[src/rtl/spi_cfg_arbiter.sv]
// Two-requester SPI register-write master: arbitrates, then shifts {1'b1, addr[6:0], data[7:0]} MSB first.
// Define SPI_CFG_RR_EN for round-robin arbitration; otherwise requester 0 has fixed priority.
module spi_cfg_arbiter #(
  parameter int CLK_DIV    = 4,
  parameter int GAP_CYCLES = 2
) (
  input  logic       clk,
  input  logic       rst,
  input  logic       req0_valid,
  input  logic [6:0] req0_addr,
  input  logic [7:0] req0_data,
  output logic       req0_ready,
  input  logic       req1_valid,
  input  logic [6:0] req1_addr,
  input  logic [7:0] req1_data,
  output logic       req1_ready,
  output logic       SCLK,
  output logic       COPI,
  output logic       nCS,
  output logic       busy,
  output logic       grant_id,
  output logic       frame_done
);

  localparam logic [7:0] DIV_LAST = 8'(CLK_DIV - 1);
  localparam logic [7:0] GAP_LAST = 8'(GAP_CYCLES - 1);
  localparam logic [4:0] BITS     = 5'd16;

  typedef enum logic [2:0] {IDLE, SETUP, SHIFT, HOLD, GAP} state_t;

  state_t      state, state_nxt;
  logic [15:0] shift_q, shift_nxt;
  logic [7:0]  cnt_q, cnt_nxt;
  logic [4:0]  bit_q, bit_nxt;
  logic        sclk_q, sclk_nxt;
  logic        grant_q, grant_nxt;
  logic        win;
  logic        any_req;
  logic        cnt_end;

  assign any_req = req0_valid | req1_valid;

`ifdef SPI_CFG_RR_EN
  logic last_q;

  // Reset value 1 makes requester 0 the first winner of a tie.
  always_ff @(posedge clk) begin
    if (rst)
      last_q <= 1'b1;
    else if (state == IDLE && any_req)
      last_q <= win;
  end

  assign win = (req0_valid && req1_valid) ? ~last_q : req1_valid;
`else
  assign win = req1_valid & ~req0_valid;
`endif

  assign cnt_end = (state == GAP) ? (cnt_q == GAP_LAST) : (cnt_q == DIV_LAST);

  always_ff @(posedge clk) begin
    if (rst) begin
      state   <= IDLE;
      shift_q <= '0;
      cnt_q   <= '0;
      bit_q   <= '0;
      sclk_q  <= 1'b0;
      grant_q <= 1'b0;
    end else begin
      state   <= state_nxt;
      shift_q <= shift_nxt;
      cnt_q   <= cnt_nxt;
      bit_q   <= bit_nxt;
      sclk_q  <= sclk_nxt;
      grant_q <= grant_nxt;
    end
  end

  always_comb begin
    state_nxt  = state;
    shift_nxt  = shift_q;
    cnt_nxt    = cnt_end ? 8'd0 : cnt_q + 8'd1;
    bit_nxt    = bit_q;
    sclk_nxt   = sclk_q;
    grant_nxt  = grant_q;
    req0_ready = 1'b0;
    req1_ready = 1'b0;
    case (state)
      IDLE: begin
        cnt_nxt = '0;
        bit_nxt = '0;
        // Ready is combinational in IDLE and masked while reset is asserted.
        if (any_req && !rst) begin
          req0_ready = ~win;
          req1_ready = win;
          grant_nxt  = win;
          shift_nxt  = win ? {1'b1, req1_addr, req1_data} : {1'b1, req0_addr, req0_data};
          state_nxt  = SETUP;
        end
      end
      SETUP: if (cnt_end) state_nxt = SHIFT;
      SHIFT: begin
        if (cnt_end && bit_q != BITS) begin
          sclk_nxt = ~sclk_q;
          // Falling edge: advance COPI and count the completed bit.
          if (sclk_q) begin
            shift_nxt = {shift_q[14:0], 1'b0};
            bit_nxt   = bit_q + 5'd1;
            if (bit_q == BITS - 5'd1) state_nxt = HOLD;
          end
        end
      end
      HOLD: if (cnt_end) state_nxt = GAP;
      GAP:  if (cnt_end) state_nxt = IDLE;
      default: state_nxt = IDLE;
    endcase
  end

  // Between back-to-back frames nCS stays high for the GAP cycles plus the IDLE accept cycle.
  assign nCS        = !(state == SETUP || state == SHIFT || state == HOLD);
  assign SCLK       = sclk_q;
  assign COPI       = nCS ? 1'b0 : shift_q[15];
  assign busy       = (state != IDLE);
  assign grant_id   = grant_q;
  assign frame_done = (state == GAP) && (cnt_q == 8'd0);

endmodule
[config.mk]
export PLATFORM = sky130hd
export DESIGN_NAME = spi_cfg_arbiter
export DESIGN_NICKNAME = d
export VERILOG_FILES = /design/src/rtl/spi_cfg_arbiter.sv
export SDC_FILE = /design/constraint.sdc
export NUM_CORES = 1
export LEC_CHECK = 0
export ABC_AREA = 1
export CORE_ASPECT_RATIO = 1.1
export CORE_MARGIN = 5
export CORE_UTILIZATION = 50
export CTS_CLUSTER_SIZE = 16
export DETAILED_ROUTE_END_ITERATION = 12
export MAX_ROUTING_LAYER = met4
export PLACE_DENSITY = 0.82
export SLEW_MARGIN = 30
export SYNTH_ARGS = -nofsm -noshare
export SYNTH_HDL_FRONTEND = slang
export SYNTH_SLANG_ARGS = --single-unit
export TNS_END_PERCENT = 5
[constraint.sdc]
create_clock -name clk -period 1.7 [get_ports clk]
set_input_delay 0.34 -clock clk [delete_from_list [all_inputs] [get_ports clk]]
set_output_delay 0.34 -clock clk [all_outputs]
set_load 0.05 [all_outputs]
==> summary.md, run 1 <==
| Metric | Value |
|---|---|
| Hold slack final | 0.465 ns |
| Leakage | ~0.0013 µW |
| Post-synthesis mux area share | 0% |
| Starting density of the core | between 50% and 60% |
| 1st-pass router iterations | 4 |
| Die height | between 70 and 80 µm |
| Worst vdd ir | 799 µV |
| Final Hold Vio Count | 0 |
| Tmin final | around 1.7 ns |
| Ranking of synthesized cells by area | dfxtp_1 32%, nand2_1 13%, nand3_2 8.8%, nand3_1 5.3%, a21oi_1 4.4% |
| Clk_lat worst skew | roughly 0.28 ns |
| Commonest cells in the netlist | 72 x nand2_1, 34 x dfxtp_1, 24 x inv_1 |
| Cell Area, Placed | 0.00276 mm² |
| GRT Util Overall | 19.4% |
| Cell taking the most area after synthesis | dfxtp_1 |
| Unrepaired setup endpoints after global routing | true |
| Required @ worst endpoint | 1.36 ns |
| Failing checks | setup timing |
| CTS tree | yes |
| Total CTS buffers | 5 |
| Hold WC Path Type | reg -> reg |
| Post-synthesis register bit count | 34 |
| Fmax | a little under 600 MHz |
| Post-synth EDFFs | 0 |
| Met2 Use GR | 31.4% |
| Routed Wire Length | 5390 µm |
| Worst setup margin | -0.0116 ns |
| Grt ovf | 0 |
| Area growth, synth to finish | 42.3% |
| Clk_skew | about 0.0033 ns |
| Post-DP HPWL | 3640 µm |
| DRT antenna net count | 0 |
| Pins Over Slew Limit | 0 |
| Row Count | 25 |
| Root Driver | clkbuf_8 |
| DRC viols | 0 |
| Worst slew pin tran | 0.350 ns |
| Post-Syn Area | around 0.0022 mm² |
| Met1 Track Usage GR | 24.4% |
| H-tree levels | 2 |
| First-pass GRT wire length | a little under 9000 µm |
| WS Path Type | reg -> out |
| Final Cell Area | 0.00306 mm² |
| Clk slew on worst S/H paths | ~0.070 ns |
| Clk buf depth | 2 |
| Most common cell in the netlist | nand2_1 |
| Syn_nets | between 300 and 400 |
| Core area | 0.00422 mm² |
| Total power | ~5500 µW |
| Slew HR | 76.7% |
| Initial antenna violation count | 0 |
| Cells after synthesis | 289 |
| Worst path arrival time | 1.37 ns |
| GPL Wtd Cong | 0.822 |
| Compound-Gate Fraction of Synth Area | ~15% |
| Vias per std cell | 5.08 |
| Total die area | 0.00572 mm² |
| Vias in the first global route | around 2000 |
| CP Launch Type | flip-flop |
| Die Wd | 72.6 µm |
| I/O pin total | 42 |
| Layout cells sized above 1 | between 30 and 40% |
| Crit-path max FO | 3 |
| Crit end category | primary output |
| Port bufs | 41 |
| Met3 Use GR | approximately 4.4% |
| Post-Route Utilization | 72.6% |
| Final Cycle Share | 101% |
| Synth Area in Adders | 2.91% |
| Synth Area in XOR/XNOR | 0.407% |
| Post-synthesis sequential area ratio | roughly a third |
| Largest family of logic cells by synthesized area | simple AND/OR/NAND/NOR gates |
| Most used routing layer | met2 |
| Avg Inst Size Synth | 7.45 µm² |
| Max Cap Viol | 0 |
| Power density over the cells | between 1500 and 2000 mW/mm² |
| Ant diodes | 0 |
| Synth async-reset ratio | 0% |
| Netlist cell types | 34 |
| Setup violators final | 1 |
| Total number of vias | 2098 |
| Routed wire per std cell | 13.0 µm |
| CTS Sinks | 34 |
| Post-synthesis simple-gate area fraction | 40.7% |
| Synth warn | 0 |
| Initial DRC Count | 137 |
| Synth Flop Type | dfxtp_1 |
| Largest net degree at the start of global routing | 32 |
| Nets@finish | between 300 and 400 |
| Post-synth top area share | 31.6% |
| Outcome | finished, violations left |
[kinds of logic (layout without fill, tap and decap cells)]
family	count (synthesis)	in the layout
AOI/OAI and AO/OA	51	51
adders and majority gates	5	5
and+or+nand+nor	158	158
buffers and inverters	40	110
xor gates and xnor gates	1	1
DFF	34	34
[report_power, final]
part | switching (µW) | leakage, µW | internal (µW)
logic | 2070 | 0.000968 | 1640
clock network | 277 | 0.0000383 | 282
registers | 199 | 0.000281 | 1060
[worst paths after layout]
kind | depth (start not counted) | slack (ns) | endpoint | start
setup / recovery | 5 | -0.01 | frame_done | cnt_q[0]
hold / removal | 2 | 0.46 | shift_q[14] | shift_q[14]
setup reg to reg | 11 | 0.09 | grant_id | state[2]
hold reg to reg | 2 | 0.46 | shift_q[14] | shift_q[14]
[final cells by class]
type                            count  area (µm²)
Tap cell                           54        67.6
Clock buffer                        7        76.3
Inverter                           29         124
Fill cell                         324        1160
Sequential cell                    34         697
Timing Repair Buffer               74         751
Multi-Input combinational cell    215        1350
[sequential cells by signal, indices dropped and copies added, names as in the netlist]
register / cells
SCLK: 1
bit_q: 5
cnt_q: 8
grant_id: 1
shift_q: 16
state: 3
[worst max-delay path: stages, from the launching register on]
cell and delay, ns:
dfxtp_4 0.36, inv_4 0.06, ha_4 0.13, nand3_4 0.07
nor4_4 0.28, buf_12 0.18
[through the flow]
| step | std cells | setup slack (ns) | TNS, ns |
|---|---|---|---|
| 2_1_floorplan | 289 | -0.232 | -0.558 |
| 3_3_place_gp | 390 | -0.106 | -0.652 |
| 3_5_place_dp | 390 | -0.106 | -0.930 |
| 4_1_cts | 407 | -0.00690 | -0.00690 |
| 5_1_grt | 413 | -0.0545 | -0.117 |
| 6_report | 413 | -0.0116 | -0.0116 |
[placed cells by master, fill, tap and decap left out, types with 4 or more instances in the layout]
cell type,count
nand3_2,19
buf_12,9
nand4_1,5
clkbuf_8,5
a21oi_2,9
nand2_2,4
inv_4,6
inv_1,21
dfxtp_4,4
o21ai_0,5
dfxtp_1,29
nor2_1,15
o21ai_1,4
o21a_1,12
nand2_1,70
a21oi_1,19
ha_1,4
buf_4,31
clkdlybuf4s50_1,30
nor2_4,5
nand3_1,22
[per-layer routing]
metal  wire (µm)  up-vias  share of wire, %
met3         267       12               5.0
met2        2630       55                49
met4          87        0               1.6
met5           0        -                 0
li1            -     1092                 -
met1        2400      939                45
[what timing repair did]
item / in CTS / in global routing
pin swaps: 5 / 4
buffers inserted: 10 / 6
endpoints found under the setup margin: 3 / 10
hold buffers: 0 / 0
resized for setup: 10 / 23
Power figures use the tool's default switching activity.
==> run 2: changes to the inputs <==
--- a/config.mk
+++ b/config.mk
@@ -9,7 +9,6 @@
 export CORE_ASPECT_RATIO = 1.1
 export CORE_MARGIN = 5
 export CORE_UTILIZATION = 50
-export CTS_CLUSTER_SIZE = 16
 export DETAILED_ROUTE_END_ITERATION = 12
 export MAX_ROUTING_LAYER = met4
 export PLACE_DENSITY = 0.82
==> constraint.sdc (replaced) <==
create_clock -name clk -period 1.8 [get_ports clk]
set_input_delay 0.36 -clock clk [delete_from_list [all_inputs] [get_ports clk]]
set_output_delay 0.36 -clock clk [all_outputs]
set_load 0.05 [all_outputs]
==> run 2 against run 1 <==
Sequential power decreased by 8%; clock-buffer cell count stayed put; the flow now finishes without violations; largest cell class unchanged; first-iteration DRC count is 12% lower; die area did not move; sequential share of layout area increased by 0.87 points; routed wire length shrank 4.0%; critical path type unchanged; critical endpoint unchanged; non-clock buffer count fell by 12.
==> summary.md, run 2 (synthesis gave the netlist of run 1 again) <==
| Metric | Value |
|---|---|
| Total die area | 0.00572 mm² |
| Largest net degree at the start of global routing | 32 |
| Ant diodes | 0 |
| Grt ovf | 0 |
| Starting density of the core | between 50% and 60% |
| Crit path launch | cnt_q[6] |
| H-tree levels | 2 |
| Worst-case reg-to-reg path depth | 10 |
| Area of the multi-input gates | 0.00129 mm² |
| Total number of vias | 2040 |
| Root Driver | clkbuf_8 |
| Clk slew on worst S/H paths | 0.07 ns |
| Post-DP HPWL | 3780 µm |
| Commonest cells after routing, fill and taps aside | 72 x nand2_1, 31 x dfxtp_1, 30 x clkdlybuf4s50_1 |
| Tmin final | 1.75 ns |
| WS Path Type | reg -> out |
| Clk buf depth | 2 |
| CP endpoint | frame_done |
| Hold WC Path Type | in -> reg |
| Die height | 78.8 µm |
| Post-Route Utilization | 68.6% |
| FF-to-FF End | shift_q[14] |
| I/O pin total | 42 |
| Leakage | around 0.0012 µW |
| Non-Filler Instances | 402 |
| GRT Util Overall | slightly below 20% |
| Max Cap Viol | 0 |
| Initial antenna violation count | 0 |
| Die Wd | 72.6 µm |
| Slew HR | 75.8% |
| Worst vdd ir | 722 µV |
| Final Cycle Share | 97.2% |
| Outcome | completed |
| RR Startpoint | state[0] |
| First-pass GRT wire length | between 8000 and 9000 µm |
| Worst slack, placed | -0.106 ns |
| Worst path arrival time | approximately 1.4 ns |
| Required @ worst endpoint | approximately 1.4 ns |
| Setup violators final | 0 |
| Layout cells sized above 1 | 25.3% |
| Fmax | roughly 570 MHz |
| Vias per std cell | 5.07 |
| Vias in the first global route | 1952 |
| Final Hold Vio Count | 0 |
| Reg-to-reg setup timing slack | 0.14 ns |
| Clk_lat worst skew | 0.29 ns |
| Crit-path max FO | 4 |
| Row Count | 25 |
| Core area | between 0.004 and 0.005 mm² |
| Flip-flop and latch area | 684 µm² |
| DRT antenna net count | 0 |
| Pins Over Slew Limit | 0 |
| Worst setup margin | approximately 0.05 ns |
| Biggest register | shift_q |
| Power density over the cells | between 1500 and 2000 mW/mm² |
| Total power | around 5000 µW |
| Port bufs | 41 |
| Area growth, synth to finish | 34.6% |
| Crit end category | primary output |
| Largest registers | shift_q (16), cnt_q (8), bit_q (5) |
| Clk_skew | 0.00993 ns |
| GPL Wtd Cong | 0.824 |
| Total CTS buffers | 5 |
| Unrepaired setup endpoints after global routing | true |
| Initial DRC Count | 120 |
| FILL cells | about 380 |
| Cell count after placement | just under 400 |
| DRC viols | 0 |
| Worst slew pin tran | 0.363 ns |
| CTS tree | yes |
| Routed wire per std cell | between 10 and 15 µm |
| 1st-pass router iterations | 4 |
| Hold_buf cts | 0 |
| CP Launch Type | flip-flop |
| CTS Sinks | 34 |
| Commonest non-fill, non-tap cell in the layout | nand2_1 |
| Routed Wire Length | 5170 µm |
| Largest register FFs | 16 |
| Nets@finish | slightly below 400 |
==> run 2: cell types whose count changed in the layout (fill, tap and decap cells not counted), sizes merged <==
cell          change
buf              -12
clkinv            +1
dlygate4sd2       -1
dlymetal6s2s      +1
==> run 2: what timing repair did <==
action | 4_1_cts | 5_1_grt
buffers inserted | 2 | 2
cloned | 0 | 0
setup endpoints to repair | 3 | 2
resized for setup | 6 | 2
pin swaps | 2 | 3
==> run 2: through the flow <==
step / hold slack (ns) / cell area, µm² / TNS [ns]
floorplan: 0.435 / 2160 / -0.256
global placement: 0.449 / 2760 / -0.551
detailed placement: 0.455 / 2760 / -1.17
CTS: 0.464 / 2880 / 0
global route: 0.450 / 2900 / -0.0274
finish: 0.442 / 2900 / 0
==> run 2: final cells by class <==
type | instances | area share, %
clock inverters | 1 | 0.173
repair buffers | 62 | 22.4
flip-flops and latches | 34 | 23.6
clock buffers | 7 | 2.98
multi-input cells | 215 | 44.4
well taps | 54 | 2.33
inverters | 29 | 4.10
==> run 2: report_power, final <==
| group | leakage, µW | internal [µW] | switching, µW |
|---|---|---|---|
| Clock | 0.0000482 | 309 | 282 |
| Combinational | 0.000904 | 1320 | 1840 |
| Sequential | 0.000279 | 986 | 177 |
==> run 2: routing by layer <==
metal	up-vias	GRT usage, %	part of all wire (%)
met4	0	7.20	1.5
li1	1069	-	-
met1	907	24.5	45
met2	58	31.6	48
met3	6	4.30	5.3
met5	-	-	0
==> run 2: critical path, stage by stage (launching register included) <==
cell and delay (ns):
dfxtp_1 0.34, nor2_1 0.12, nand2_1 0.16, nor4_4 0.29, buf_12 0.18
==> run 2: how the worst min path moves through the flow <==
stage / start / endpoint / slack [ns] / cells after the start
after global placement: shift_q[14] / shift_q[14] / 0.45 / 2
after CTS: shift_q[1] / shift_q[1] / 0.46 / 2
after floorplan: shift_q[14] / shift_q[14] / 0.44 / 2
after global routing: rst / bit_q[4] / 0.45 / 3
after detailed placement: shift_q[1] / shift_q[1] / 0.46 / 2
final: rst / bit_q[4] / 0.44 / 3
==> run 3: changes to the inputs <==
--- a/config.mk
+++ b/config.mk
@@ -8,11 +8,11 @@
 export ABC_AREA = 1
 export CORE_ASPECT_RATIO = 1.1
 export CORE_MARGIN = 5
-export CORE_UTILIZATION = 50
+export CORE_UTILIZATION = 47
 export DETAILED_ROUTE_END_ITERATION = 12
 export MAX_ROUTING_LAYER = met4
-export PLACE_DENSITY = 0.82
-export SLEW_MARGIN = 30
+export PLACE_DENSITY = 0.8
+export SLEW_MARGIN = 10
 export SYNTH_ARGS = -nofsm -noshare
 export SYNTH_HDL_FRONTEND = slang
 export SYNTH_SLANG_ARGS = --single-unit
==> constraint.sdc (replaced) <==
create_clock -name clk -period 1.5 [get_ports clk]
set_input_delay 0.3 -clock clk [delete_from_list [all_inputs] [get_ports clk]]
set_output_delay 0.3 -clock clk [all_outputs]
set_load 0.05 [all_outputs]
==> run 3 against run 2 <==
The run now ends with setup timing left; final area rose by 10%; die area rose by 5.5%; sequential cell count did not move; clock skew fell by 0.0054 ns; utilization rose by 4.3 points; sequential share of layout area fell by 1.9 points; clock power rose by 16%; first-iteration DRC count fell by 15%; critical endpoint unchanged; highest routed layer unchanged.
==> summary.md, run 3 (synthesis gave the netlist of run 1 again) <==
| Metric | Value |
|---|---|
| Outcome | finished, violations left |
| Failing checks | setup timing |
| Fin Setup TNS | -0.528 ns |
| First-pass GRT wire length | between 8000 and 9000 µm |
| Non-Filler Instances | 421 |
| Initial DRC Count | slightly above 100 |
| Worst setup margin | -0.145 ns |
| Post-DP HPWL | 3960 µm |
| Setup violators final | 7 |
| Routed wire per std cell | approximately 13 µm |
| Largest registers | shift_q (16), cnt_q (8), bit_q (5) |
| Clk slew on worst S/H paths | about 0.070 ns |
| Reg-to-reg setup timing slack | -0.02 ns |
| Pins Over Slew Limit | 0 |
| Clk pwr share | 10.6% |
| Leakage | 0.00136 µW |
| Final Hold Vio Count | 0 |
| CTS tree | yes |
| Clk_skew | 0.00452 ns |
| Clk_lat worst skew | 0.28 ns |
| Metal2 WL | 2830 µm |
| Power density over the cells | 2030 mW/mm² |
| GRT Util Overall | 19.3% |
| Grt ovf | 0 |
| Final Cycle Share | 110% |
| Sw Pwr | 2930 µW |
| Crit path max-delay cell type | dfxtp_2 |
| Crit end category | primary output |
| Vias per std cell | 5.19 |
| Worst vdd ir | a little over 800 µV |
| Ant diodes | 0 |
| M1 WL | 2240 µm |
| CP cell instances | nor2_4, nand2_2, buf_6, nor4_4, buf_12 |
| Switching Share | a little under half |
| Die height | 81.0 µm |
| WS Path Type | reg -> out |
| Biggest register | shift_q |
| Nets@finish | about 400 |
| Unrepaired setup endpoints after global routing | true |
| 1st-pass router iterations | 4 |
| DRT antenna net count | 0 |
| Starting density of the core | between 40% and 50% |
| Slew HR | between 70% and 80% |
| Total number of vias | 2184 |
| Crit-path max FO | 4 |
| Layout cells sized above 1 | 35.1% |
| Worst slew pin tran | 0.440 ns |
| Tmin final | 1.65 ns |
| CTS Sinks | 34 |
| Routed Wire Length | 5430 µm |
| Hold_buf cts | 0 |
| CP Launch Type | flip-flop |
| Die Wd | 74.5 µm |
| Largest stage delay, worst path | 0.35 ns |
| Largest net degree at the start of global routing | 19 |
| Commonest cells after routing, fill and taps aside | 70 x nand2_1, 32 x buf_4, 31 x clkdlybuf4s50_1 |
| Hold WC Path Type | reg -> reg |
| Internal | 3560 µW |
| Final Cell Area | 0.00319 mm² |
| Area growth, synth to finish | 48.3% |
| Sequential share of power | 21.4% |
| Max Cap Viol | 0 |
| Total die area | 0.00604 mm² |
| Met3 WL | 257 µm |
| Total power | 6490 µW |
| Highest metal used | met4 |
| Fmax | 608 MHz |
| Commonest non-fill, non-tap cell in the layout | nand2_1 |
| Core area | 0.00438 mm² |
| Largest register FFs | 16 |
| GPL Wtd Cong | 0.783 |
| Required @ worst endpoint | roughly 1.2 ns |
| Vias in the first global route | roughly 2100 |
| Total CTS buffers | 5 |
| H-tree levels | 2 |
| Worst path arrival time | 1.35 ns |
| Cell count after placement | slightly above 400 |
| Comb power frac | between 60% and 70% |
| I/O pin total | 42 |
| Clk buf depth | 2 |
| Port bufs | 41 |
| Initial antenna violation count | 0 |
| DRC viols | 0 |
| Row Count | 25 |
| Root Driver | clkbuf_8 |
| Cell Area, Placed | 0.00293 mm² |
run 3: final timing paths:
| path | start | end | cells past startpoint |
|---|---|---|---|
| min | shift_q[6] | shift_q[6] | 2 |
| max reg2reg | state[2] | shift_q[1] | 9 |
| min reg2reg | shift_q[6] | shift_q[6] | 2 |
| max | cnt_q[6] | frame_done | 5 |
run 3: layer usage:
metal | up-vias | GRT usage [%]
met4 | 0 | 8.01
met5 | - | -
met1 | 1008 | 22.2
met3 | 14 | 3.09
li1 | 1108 | -
met2 | 54 | 32.9
run 3: timing repair:
action | in CTS | in global routing
pin swaps | 7 | 3
setup buffers | 3 | 4
setup endpoints to repair | 17 | 28
resized for setup | 22 | 16
gates cloned | 0 | 0
run 3: through the flow:
step | hold WS (ns) | setup WS, ns | util (%)
5_1_grt | 0.488 | -0.220 | 72.9
6_report | 0.462 | -0.145 | 72.9
4_1_cts | 0.466 | -0.211 | 70.9
3_5_place_dp | 0.457 | -0.357 | 67.0
2_1_floorplan | 0.435 | -0.256 | -
3_3_place_gp | 0.446 | -0.323 | 67.0
run 3: power by group through the flow:
stage	registers, µW	clock network, µW	logic (µW)
2_1_floorplan	1360	0	2700
3_3_place_gp	1370	0	3840
3_5_place_dp	1370	0	3930
4_1_cts	1370	699	4120
5_1_grt	1420	741	4790
6_report	1390	687	4410
run 3: layout make-up:
type,count,area [µm²]
multi-input cells,215,1380
fillers,344,1190
repair buffers,81,845
flip-flops and latches,34,694
inverters,29,119
clock buffers,7,86.3
well taps,54,67.6
clock inverters,1,5.00
run 3: critical path: cells and delay by family, from the launching register on:
| family | cells | cell delay (ns) |
|---|---|---|
| flip-flops | 1 | 0.35 |
| buffers and inverters | 2 | 0.30 |
| AND/OR/NAND/NOR | 3 | 0.40 |
